<file path="src/rtl/led_bank_arbiter.sv">
// led_bank_arbiter: round-robin arbiter sharing one LedBank between NREQ
// requesters. Each requester offers a 12-bit instruction {opcode, imm} on a
// valid/ready handshake. The arbiter issues at most one instruction per cycle
// to LedBank and can insert GAP idle cycles after each issue.
//
// Optional feature: LED_BANK_ARB_FILTER_EN. When defined, instructions with an
// unknown opcode are still accepted but not forwarded, and drop_count counts them.
//
// Handshake: a transfer from requester i happens in any cycle where
// req_valid[i] & req_ready[i] is high. req_ready is combinational and one-hot
// or zero. The requester may change or withdraw its offer freely while not
// ready, because the arbiter keeps no copy of unaccepted data.

`ifndef LedBank_NOP
`define LedBank_NOP 4'h0
`endif
`ifndef LedBank_LDI
`define LedBank_LDI 4'h1
`endif
`ifndef LedBank_LD0
`define LedBank_LD0 4'h2
`endif
`ifndef LedBank_LD7
`define LedBank_LD7 4'h9
`endif

module led_bank_arbiter #(
    parameter int IDW = 2,
    parameter int GAP = 0
) (
    input  logic                   clock,
    input  logic                   reset,
    input  logic [(1<<IDW)*12-1:0] req_inst,
    input  logic [(1<<IDW)-1:0]    req_valid,
    output logic [(1<<IDW)-1:0]    req_ready,
    output logic [11:0]            inst,
    output logic                   inst_en,
    output logic [IDW-1:0]         grant_id
`ifdef LED_BANK_ARB_FILTER_EN
    ,
    output logic [7:0]             drop_count
`endif
);

    localparam int NREQ = 1 << IDW;

    typedef enum logic {
        ARB  = 1'b0,
        WAIT = 1'b1
    } state_t;

    state_t         state;
    logic [IDW-1:0] ptr;
    logic [7:0]     cnt;

    logic           found;
    logic [IDW-1:0] win;
    logic [11:0]    win_inst;
    logic           forward;

    // Pick the first valid requester scanning from the round-robin pointer.
    always_comb begin
        logic [IDW-1:0] idx;
        found = 1'b0;
        win   = '0;
        idx   = '0;
        for (int k = 0; k < NREQ; k++) begin
            idx = ptr + IDW'(k);
            if (!found && req_valid[idx]) begin
                found = 1'b1;
                win   = idx;
            end
        end
    end

    assign win_inst = req_inst[12*win +: 12];

    // Decide whether the winner's instruction is passed on to LedBank.
    always_comb begin
`ifdef LED_BANK_ARB_FILTER_EN
        forward = (win_inst[11:8] == `LedBank_NOP) ||
                  (win_inst[11:8] == `LedBank_LDI) ||
                  ((win_inst[11:8] >= `LedBank_LD0) && (win_inst[11:8] <= `LedBank_LD7));
`else
        forward = 1'b1;
`endif
    end

    // One-hot accept for the winner, only while arbitrating and out of reset.
    always_comb begin
        req_ready = '0;
        if (!reset && state == ARB && found)
            req_ready[win] = 1'b1;
    end

    // Arbitration FSM with registered LedBank outputs and gap counter.
    always_ff @(posedge clock) begin
        if (reset) begin
            state    <= ARB;
            ptr      <= '0;
            cnt      <= 8'd0;
            inst     <= {`LedBank_NOP, 8'h00};
            inst_en  <= 1'b0;
            grant_id <= '0;
`ifdef LED_BANK_ARB_FILTER_EN
            drop_count <= 8'd0;
`endif
        end else begin
            inst    <= {`LedBank_NOP, 8'h00};
            inst_en <= 1'b0;
            case (state)
                ARB: begin
                    if (found) begin
                        ptr <= win + IDW'(1);
                        if (forward) begin
                            inst     <= win_inst;
                            inst_en  <= 1'b1;
                            grant_id <= win;
                            if (GAP > 0) begin
                                state <= WAIT;
                                cnt   <= 8'(GAP);
                            end
                        end
`ifdef LED_BANK_ARB_FILTER_EN
                        else if (drop_count != 8'hFF) begin
                            drop_count <= drop_count + 8'd1;
                        end
`endif
                    end
                end
                WAIT: begin
                    cnt <= cnt - 8'd1;
                    if (cnt == 8'd1)
                        state <= ARB;
                end
                default: state <= ARB;
            endcase
        end
    end

endmodule

</file>
<file path="config.mk">
export PLATFORM = sky130hd
export DESIGN_NAME = led_bank_arbiter
export DESIGN_NICKNAME = d
export VERILOG_FILES = /design/src/rtl/led_bank_arbiter.sv
export SDC_FILE = /design/constraint.sdc
export NUM_CORES = 1
export LEC_CHECK = 0
export CAP_MARGIN = 30
export CELL_PAD_IN_SITES_DETAIL_PLACEMENT = 1
export CELL_PAD_IN_SITES_GLOBAL_PLACEMENT = 2
export CORE_ASPECT_RATIO = 2
export CORE_MARGIN = 1
export CORE_UTILIZATION = 21
export DETAILED_ROUTE_END_ITERATION = 7
export HOLD_SLACK_MARGIN = 0.05
export MAX_ROUTING_LAYER = met4
export PLACE_DENSITY = 0.86
export SKIP_CTS_REPAIR_TIMING = 1
export SKIP_LAST_GASP = 1
export SLEW_MARGIN = 10
export SYNTH_ARGS = -nofsm -noshare
export SYNTH_HDL_FRONTEND = slang
export SYNTH_SLANG_ARGS = --single-unit
</file>
<file path="constraint.sdc">
create_clock -name clock -period 2 [get_ports clock]
set_input_delay 0.4 -clock clock [delete_from_list [all_inputs] [get_ports clock]]
set_output_delay 0.4 -clock clock [all_outputs]
set_load 0.01 [all_outputs]
</file>
==> impl_metrics.toml <==
[worst_setup_path]
r2r-end = "inst[11]$_SDFF_PP0_"
reg2reg_slack_ns = 0.16
critPathCaptureType = "primary output"
critical_path_class = "flip-flop to primary output"
cpMaxStageDelayCell = "dfxtp_4"
cp.arrival_ns = 1.62
path_cells = "mux2i_1, nor2_2, nor4_4, buf_4, nor2_2, buf_2"
worst_r2r_startpoint = "ptr[1]$_SDFFE_PP0P_"
worstSetupStartpointType = "flip-flop"
max_stage_delay_ns = 0.39
critPathBufInv = 2
critical-path-top-delay-family = "simple AND/OR/NAND/NOR gates"
reg2reg_depth = 7
crit_top_cell = "nor2_2"
crit_fanout = 6
critPathRequiredTime_ns = 1.60

[floorplan]
core_sq_mm = 0.006259
ios = 73
fp-row-count = 41
start_util_pct = 21.63
fp.dieArea_sq_mm = 0.006791
fp.dieH_um = 115.6
die_x_um = 58.78

[cts]
clkTransAtPathRegs_ns = 0.06
cts_num_sinks = 26
root_buffer = "clkbuf_16"
clockBufferDepth = 2
clock_latency_ns = 0.26
ctsHtreeMaxLevel = 1
cts_buffers = 3
cts_tree = "built"

[detailed_routing]
route.detailed.drc = 0
post_drt_wl_per_cell_um = 15.09
drt_iter0_markers = 17
ant_nets = 0
vias = 1450
dr.pass1.iters = 4
wl_um = 4800
vias_per_cell = 4.560

[timing]
worst_pin_slew_ns = 0.3525
max_freq_mhz = 494.2
period_share_pct = 101.2
rsz0062_at_grt = "yes"
setup_tns_ns = -0.04135
min_period_ns = 2.024
hold_viol = 0
slew_headroom_pct = 76.40
setup_viol = 2
setup_slack_ns = -0.02354
slew_violations = 0
finalClockSkew_ns = 0.003077

[placement]
place_ws_ns = -0.8722
place_hpwl_um = 3793
port_buffers = 72
gp_congestion = 0.7526
placed_cells = 312

[synthesis]
synth_warnings = 0
synth_ff_type = "dfxtp_1"
synth_fp_nets = 199
async_flop_share_pct = 0
yosys-top-cells-area = "dfxtp_1, mux2i_1, o22ai_2"
synth_commonest_cells = "dfxtp_1, mux2i_1, nor2_1"
netlist_area_sq_mm = 0.001354
ys_types = 38
yosys_register_bits = 26
ys_seq_area_share_pct = 38.45
synth_edf_count = 0
netlist.area_leader.share_pct = 38.45
avgSynthCellArea_sq_um = 9.467
yosysTopAreaCell = "dfxtp_1"
synth.most_common_cell = "dfxtp_1"
syn-instance-count = 143

[layout]
drive_gt1_share_pct = 21.12
n_antenna_cell = 0
multiInputGateArea_sq_um = 804.5
regArea_sq_um = 524.3
fin_nets = 289
final_util_pct = 38.84
area_growth_syn_to_layout_pct = 79.57
instances_no_fill = 318
fillers = 731

[worst_hold_path]
min_to = "grant_id[0]$_SDFFE_PP0P_"
hold_path_class = "flip-flop to flip-flop"
hold_path_depth = 2
min-delay-start = "grant_id[0]$_SDFFE_PP0P_"

[pwr]
powerDensity_mw_per_mm2 = 694.9
static-leakage-power_nw = 0.9950
vdd_drop_max_uv = 352.9
p_total_mw = 1.689

[outcome]
violations = "negative setup slack"
status = "complete, but fails checks"

[run]
drv_cap = 0

[global_routing]
grt_pass1_wl_um = 7562
antenna_found_initial = 0
grt_pass1_vias = 1636
grt_max_degree = 16
grt_use_total_pct = 15.29
globalRouteOverflowTotal = 0
==> worst register-to-register path, cell delays in order (launching register included) <==
cell and delay, ns:
dfxtp_4 0.39, mux2i_1 0.23, nor2_2 0.09, nor4_4 0.31, buf_4 0.18, buf_4 0.19
mux2i_1 0.24, o22ai_2 0.10
==> registers in the layout (all words and copies together), names as in the netlist <==
| name | cells |
|---|---|
| cnt | 8 |
| grant_id | 2 |
| inst | 12 |
| inst_en | 1 |
| ptr | 2 |
| state | 1 |
==> worst max-delay path by stage <==
| stage | start | endpoint | depth (start not counted) |
|---|---|---|---|
| floorplan | req_valid[2] | req_ready[2] | 7 |
| global placement | req_valid[2] | req_ready[2] | 6 |
| detailed placement | req_valid[2] | req_ready[2] | 6 |
| CTS | req_valid[2] | req_ready[2] | 6 |
| global route | ptr[1]$_SDFFE_PP0P_ | req_ready[2] | 6 |
| finish | ptr[1]$_SDFFE_PP0P_ | req_ready[2] | 6 |
==> metrics by stage <==
step	hold WS [ns]	instance area, sq um
after floorplan	0.4580	1354
after global placement	0.4502	2283
after detailed placement	0.4575	2283
after CTS	0.4670	2389
after global routing	0.4891	2431
final	0.4658	2431
==> cells by family after synthesis <==
family | count (synthesis) | synth area share, %
muxes | 13 | 9.611
AOI/OAI and AO/OA | 42 | 24.40
adders and majority gates | 2 | 1.848
xor gates and xnor gates | 5 | 3.235
and+or+nand+nor | 43 | 18.02
buffers and inverters | 12 | 4.436
DFF | 26 | 38.45
==> layout by cell type, fill, tap and decap left out, types with 4 or more instances in the layout <==
cell	netlist	routed
dlymetal6s2s_1	0	4
nor3_1	4	4
nand2_1	7	7
o21ai_0	4	4
a21oi_1	6	6
nor2_1	13	11
buf_4	1	20
a22oi_1	12	12
clkdlybuf4s50_1	0	63
xnor2_1	4	4
dfxtp_1	26	25
o22ai_1	4	4
o22ai_2	8	8
mux2i_1	13	13
==> power by group <==
part	internal, mW	switching, mW	total (mW)
Combinational	0.304	0.219	0.524
Sequential	0.561	0.0191	0.580
Clock	0.399	0.187	0.586
==> layout make-up <==
class,count,area share [%]
timing repair buffer,94,36.13
multi-input combinational,105,33.09
clock inverter,1,1.235
sequential,26,21.56
inverter,3,0.4632
tap,86,4.426
clock buffer,3,3.088
==> layer usage <==
metal / wire length (um) / track usage [%] / vias to the layer above
met1: 1614 / 13.92 / 689
met4: 145 / 7.937 / 0
li1: - / - / 708
met5: 0 / - / -
met2: 2943 / 29.85 / 42
met3: 96 / 1.228 / 11
Note: power is estimated with default switching activity, not from simulation.
